File: config.mk
export PLATFORM = sky130hd
export DESIGN_NAME = imem_loader
export DESIGN_NICKNAME = d
export VERILOG_FILES = /design/src/rtl/mips_pkg.sv /design/src/rtl/imem_loader.sv
export SDC_FILE = /design/constraint.sdc
export NUM_CORES = 1
export LEC_CHECK = 0
export BUFFER_PORTS_ARGS = -buffer_cell sky130_fd_sc_hd__buf_4
export CAP_MARGIN = 10
export CORE_MARGIN = 10
export CORE_UTILIZATION = 51
export CTS_CLUSTER_DIAMETER = 30
export CTS_CLUSTER_SIZE = 40
export DETAILED_ROUTE_END_ITERATION = 10
export PLACE_DENSITY = 0.85
export SLEW_MARGIN = 15
export SYNTH_ARGS = -nofsm -noshare
export SYNTH_HDL_FRONTEND = slang
export SYNTH_SLANG_ARGS = --single-unit
File: constraint.sdc
create_clock -name clk -period 2 [get_ports clk]
set_input_delay 0.1 -clock clk [delete_from_list [all_inputs] [get_ports clk]]
set_output_delay 0.1 -clock clk [all_outputs]
set_load 0.02 [all_outputs]
File: src/rtl/mips_pkg.sv
// Shared definitions for the boot-time instruction-memory loader.
package mips_pkg;

  typedef enum logic [2:0] {
    S_LEN_HI,
    S_LEN_LO,
    S_DATA,
    S_WRITE,
    S_CSUM,
    S_DONE,
    S_ERR
  } loader_state_e;

  localparam int unsigned LOADER_WORD_BYTES = 4;

endpackage

File: src/rtl/imem_loader.sv
// Boot loader: parses a length-prefixed, XOR-checksummed byte stream into instruction-memory
// writes and holds the core in reset until the image is written and verified.
module imem_loader
  import mips_pkg::*;
#(
  parameter logic [31:0] BASE_ADDR = 32'h0000_0000,
  parameter int unsigned MAX_WORDS = 256
) (
  input  logic        clk,
  input  logic        reset,
  input  logic        in_valid,
  input  logic [7:0]  in_byte,
  output logic        in_ready,
  output logic        imem_we,
  output logic [31:0] imem_addr,
  output logic [31:0] imem_wdata,
  output logic        cpu_reset,
  output logic        done,
  output logic        error
);

  loader_state_e state_q, state_d;
  logic [15:0] len_q, len_d;
  logic [15:0] idx_q, idx_d;
  logic [1:0]  cnt_q, cnt_d;
  logic [23:0] word_q, word_d;
  logic [7:0]  csum_q, csum_d;
  logic [31:0] addr_q, addr_d;
  logic [31:0] wdata_q, wdata_d;

  logic        accept;
  logic [15:0] len_rx;

  assign accept = in_valid && in_ready;
  assign len_rx = {len_q[15:8], in_byte};

  always_comb begin
    state_d  = state_q;
    len_d    = len_q;
    idx_d    = idx_q;
    cnt_d    = cnt_q;
    word_d   = word_q;
    csum_d   = csum_q;
    addr_d   = addr_q;
    wdata_d  = wdata_q;
    in_ready = 1'b0;

    unique case (state_q)
      S_LEN_HI: begin
        in_ready = 1'b1;
        if (accept) begin
          len_d   = {in_byte, 8'h00};
          csum_d  = csum_q ^ in_byte;
          state_d = S_LEN_LO;
        end
      end
      S_LEN_LO: begin
        in_ready = 1'b1;
        if (accept) begin
          len_d  = len_rx;
          csum_d = csum_q ^ in_byte;
          if (32'(len_rx) > MAX_WORDS) begin
            state_d = S_ERR;
          end else if (len_rx == 16'd0) begin
            state_d = S_CSUM;
          end else begin
            state_d = S_DATA;
          end
        end
      end
      S_DATA: begin
        in_ready = 1'b1;
        if (accept) begin
          csum_d = csum_q ^ in_byte;
          word_d = {word_q[15:0], in_byte};
          cnt_d  = cnt_q + 2'd1;
          // Latch address and data up front so both are stable through the strobe cycle.
          if (cnt_q == 2'(LOADER_WORD_BYTES - 1)) begin
            addr_d  = BASE_ADDR + (32'(idx_q) << 2);
            wdata_d = {word_q, in_byte};
            state_d = S_WRITE;
          end
        end
      end
      S_WRITE: begin
        idx_d   = idx_q + 16'd1;
        state_d = ((idx_q + 16'd1) == len_q) ? S_CSUM : S_DATA;
      end
      S_CSUM: begin
        in_ready = 1'b1;
        if (accept) begin
          state_d = (in_byte == csum_q) ? S_DONE : S_ERR;
        end
      end
      S_DONE: state_d = S_DONE;
      S_ERR:  state_d = S_ERR;
      default: state_d = S_ERR;
    endcase
  end

  always_ff @(posedge clk) begin
    if (reset) begin
      state_q <= S_LEN_HI;
      len_q   <= 16'd0;
      idx_q   <= 16'd0;
      cnt_q   <= 2'd0;
      word_q  <= 24'd0;
      csum_q  <= 8'd0;
      addr_q  <= BASE_ADDR;
      wdata_q <= 32'd0;
    end else begin
      state_q <= state_d;
      len_q   <= len_d;
      idx_q   <= idx_d;
      cnt_q   <= cnt_d;
      word_q  <= word_d;
      csum_q  <= csum_d;
      addr_q  <= addr_d;
      wdata_q <= wdata_d;
    end
  end

  assign imem_we    = (state_q == S_WRITE);
  assign imem_addr  = addr_q;
  assign imem_wdata = wdata_q;
  assign cpu_reset  = (state_q != S_DONE);
  assign done       = (state_q == S_DONE);
  assign error      = (state_q == S_ERR);

endmodule
==> results_dict.tcl <==
set metrics [dict create \
    outcome "complete, but fails checks" \
    violations "negative setup slack" \
    dp_worst_setup_slack_ps -190.3 \
    async_reset_ff_share_pct 0 \
    synth_simple_gate_area_share_pct 27.16 \
    min_period_over_period_pct 103.2 \
    syn-instance-count 693 \
    reg2reg_depth 7 \
    yosysTopAreaCellShare_pct 43.31 \
    crit_path_max_incr_delay_ps 530 \
    drt-vias-per-instance 5.489 \
    globalplace.congestion 0.9425 \
    synthMuxAreaShare_pct 0.6016 \
    crit_path_cell_trace "nand3_2, o21ai_0, buf_4, and3_1, nand4_1, or4b_1, o41ai_2" \
    tritoncts "built" \
    drt_drc_violations_left 0 \
    grt_first_pass_wirelength_um 24540 \
    setup_viol_count_final 1 \
    fin_nets 797 \
    post_synth_xor_area_fraction_pct 8.214 \
    startpoint_of_the_most_critical_register_to_register_path "idx_q[9]" \
    path_clk_slew_ps 60 \
    floorplan.io_pins 80 \
    design_power_total_mw 6.105 \
    crit_slowest_cell "or4b_1" \
    synth-edff-count 0 \
    worstPathBufferInverterCount 1 \
    synth_top_family_by_area "simple AND/OR/NAND/NOR gates" \
    critical_path.startpoint_type "register" \
    hold_ws_ps 61.20 \
    timing.max_cap.violations 0 \
    max_slew.worst_pin.slew_ps 735.3 \
    timing.critical_path.required_ps 2420 \
    final-hold-violation-count 0 \
    detailedRoute.firstPassIterationCount 5 \
    yosys.cell_types.count 62 \
    endpoint_kind "register" \
    grt.total_usage_pct 20.21 \
    floorplan.die.height_um 123.0 \
    critical_path.reg2reg.endpoint "state_q[2]" \
    final_design_area_no_fill_um2 7102 \
    data_arrival_critical_path_ps 2480 \
    avgRoutedWirePerCell_um 16.72 \
    start_util_pct 52.38 \
    cts-htree-levels 4 \
    grt_start_max_net_pins 68 \
    antenna_found_initial 0 \
    r2r_slack_ps -60 \
    cts_num_sinks 117 \
    antennaDiodeCount 0 \
    syn_area_per_cell_um2 7.803 \
    seq_area_frac_synth_pct 43.31 \
    synth-adder-area-share_pct 0.4627 \
    power_per_cell_area_nw_per_um2 859.6 \
    cts.root.buffer_cell "clkbuf_8" \
    hold_path_end "state_q[0]" \
    global_route.overflow_total 0 \
    whs_path_depth 4 \
    detail-route-antenna-nets 0 \
    layout_setup_ws_ps -64.75 \
    die_w_um 123.0 \
    floorplan.die_area_um2 15120 \
    leading_post_synthesis_cells_by_cell_area "dfxtp_1, nand2_1, a21oi_1, xnor2_1, xor2_1" \
    worst_setup_path_startpoint "idx_q[9]" \
    detailroute.via_count 5121 \
    timing.final.max_slew_violations 0 \
    synth-compound-area-share_pct 12.86 \
    rsz0062_at_grt "true" \
    clock_skew_ps 9.669 \
    worstPathMaxFanout 5 \
    fmax_mhz 484.3 \
    first_global_vias 5016 \
    layout-area-overhead-vs-synth_pct 31.33 \
    post_dp_cell_area_um2 6141 \
    route.final.wire_length_um 15600 \
    place.detailed.hpwl_um 10730 \
    synthFlopType "dfxtp_1" \
    timing.slew.headroom_pct 50.98 \
    tritoncts.num_buffers 17 \
    crit_family "simple AND/OR/NAND/NOR gates" \
    synth.cell_area_um2 5408 \
    worst_ir_drop_vdd_mv 0.5620 \
    rows 37 \
    p_leak_nw 2.741 \
    clk_latency_ps 520 \
    cts_max_path_buffers 2 \
    most-common-layout-cells "nand2_1, buf_4, dfxtp_1" \
    path_class "register to register" \
    portBuffers 63 \
    synthesis.yosys.warnings 0 \
    synth_largest_area_cell "dfxtp_1" \
    yosys_register_bits 117 \
    worst_hold_startpoint "in_valid" \
    final_period_minus_worst_setup_slack_ps 2065 \
    core_area_um2 10320 \
    min-delay-path-class "primary input to register" \
    dr.first_iter.drc_count 443 \
    mostFrequentLayoutCell "nand2_1" \
    drive_gt1_share_pct 24.47 \
]
==> metrics by stage <==
step | TNS, ps | util (%) | std cells
global placement | -236.4 | 59.48 | 888
finish | -64.75 | 68.79 | 933
detailed placement | -337.7 | 59.48 | 888
global route | -169.4 | 68.79 | 933
floorplan | 0 | - | 708
CTS | -67.72 | 66.93 | 928
==> per-layer routing <==
layer	vias up	wire (µm)	GRT usage (%)
met2	221	7706	34.30
met4	0	370	8.297
li1	2453	-	-
met3	36	1226	6.016
met5	-	0	0
met1	2411	6296	23.38
==> cell usage after synthesis (2+ instances only) <==
master    instances
a211oi_1          3
xnor2_1          26
nor2_1           33
inv_1             3
and3_1            5
clkbuf_1         36
buf_4            20
nor3_1            8
nor3b_1           2
buf_1             2
a21oi_1         100
nand3_1          21
nand3_2           2
o22ai_1           3
buf_2             7
nor2b_1           5
nand2_1         200
or3_1             5
nor4_1            8
dfxtp_1         117
nand4_1           9
xor2_1           21
o21ai_0           9
nand2b_1          4
ha_1              2
buf_6             4
a31oi_1           2
nand4b_1          2
==> area by class of cell <==
cell class / count / area (µm²)
clock buffer: 19 / 442.9
tap: 136 / 170.2
fill: 805 / 3222
clock inverter: 13 / 145.1
inverter: 4 / 15.01
multi-input combinational: 517 / 2940
sequential: 117 / 2362
timing repair buffer: 127 / 1026
==> state kept, by name, indices dropped and copies added (netlist names) <==
signal      cells
imem_wdata     32
word_q         24
idx_q          16
imem_addr      16
len_q          16
csum_q          8
state_q         3
cnt_q           2
==> logic make-up (layout without fill, tap and decap cells) <==
group | Yosys count | after routing
multiplexers | 3 | 3
AND/OR/NAND/NOR | 319 | 319
AO/OA/AOI/OAI | 128 | 128
buffers and inverters | 74 | 163
flip-flops | 117 | 117
other | 1 | 16
XOR/XNOR | 49 | 49
adder cells (fa/ha/maj) | 2 | 2
==> what timing repair did <==
action / CTS / global route
endpoints found under the hold margin: 38 / 0
endpoints found under the setup margin: 2 / 7
hold buffers: 8 / 0
setup buffers: 0 / 6
pin swaps: 8 / 9
resized for setup: 23 / 27
==> report_power, final <==
part / switching [mW] / internal (mW)
Clock: 1.13 / 1.86
Sequential: 0.0759 / 2.39
Combinational: 0.396 / 0.254
==> tightest hold or removal path, delay by kind of cell <==
| kind | cells | cell delay (ps) |
|---|---|---|
| AND/OR/NAND/NOR | 2 | 210 |
| AO/OA/AOI/OAI | 1 | 80 |
| buffers and inverters | 1 | 120 |
==> worst max path at each step <==
stage,to,depth (start not counted)
2_1_floorplan,state_q[2],7
3_3_place_gp,state_q[1],8
3_5_place_dp,state_q[2],7
4_1_cts,state_q[2],7
5_1_grt,state_q[2],8
6_report,state_q[2],7
(Power assumes the default switching activity.)
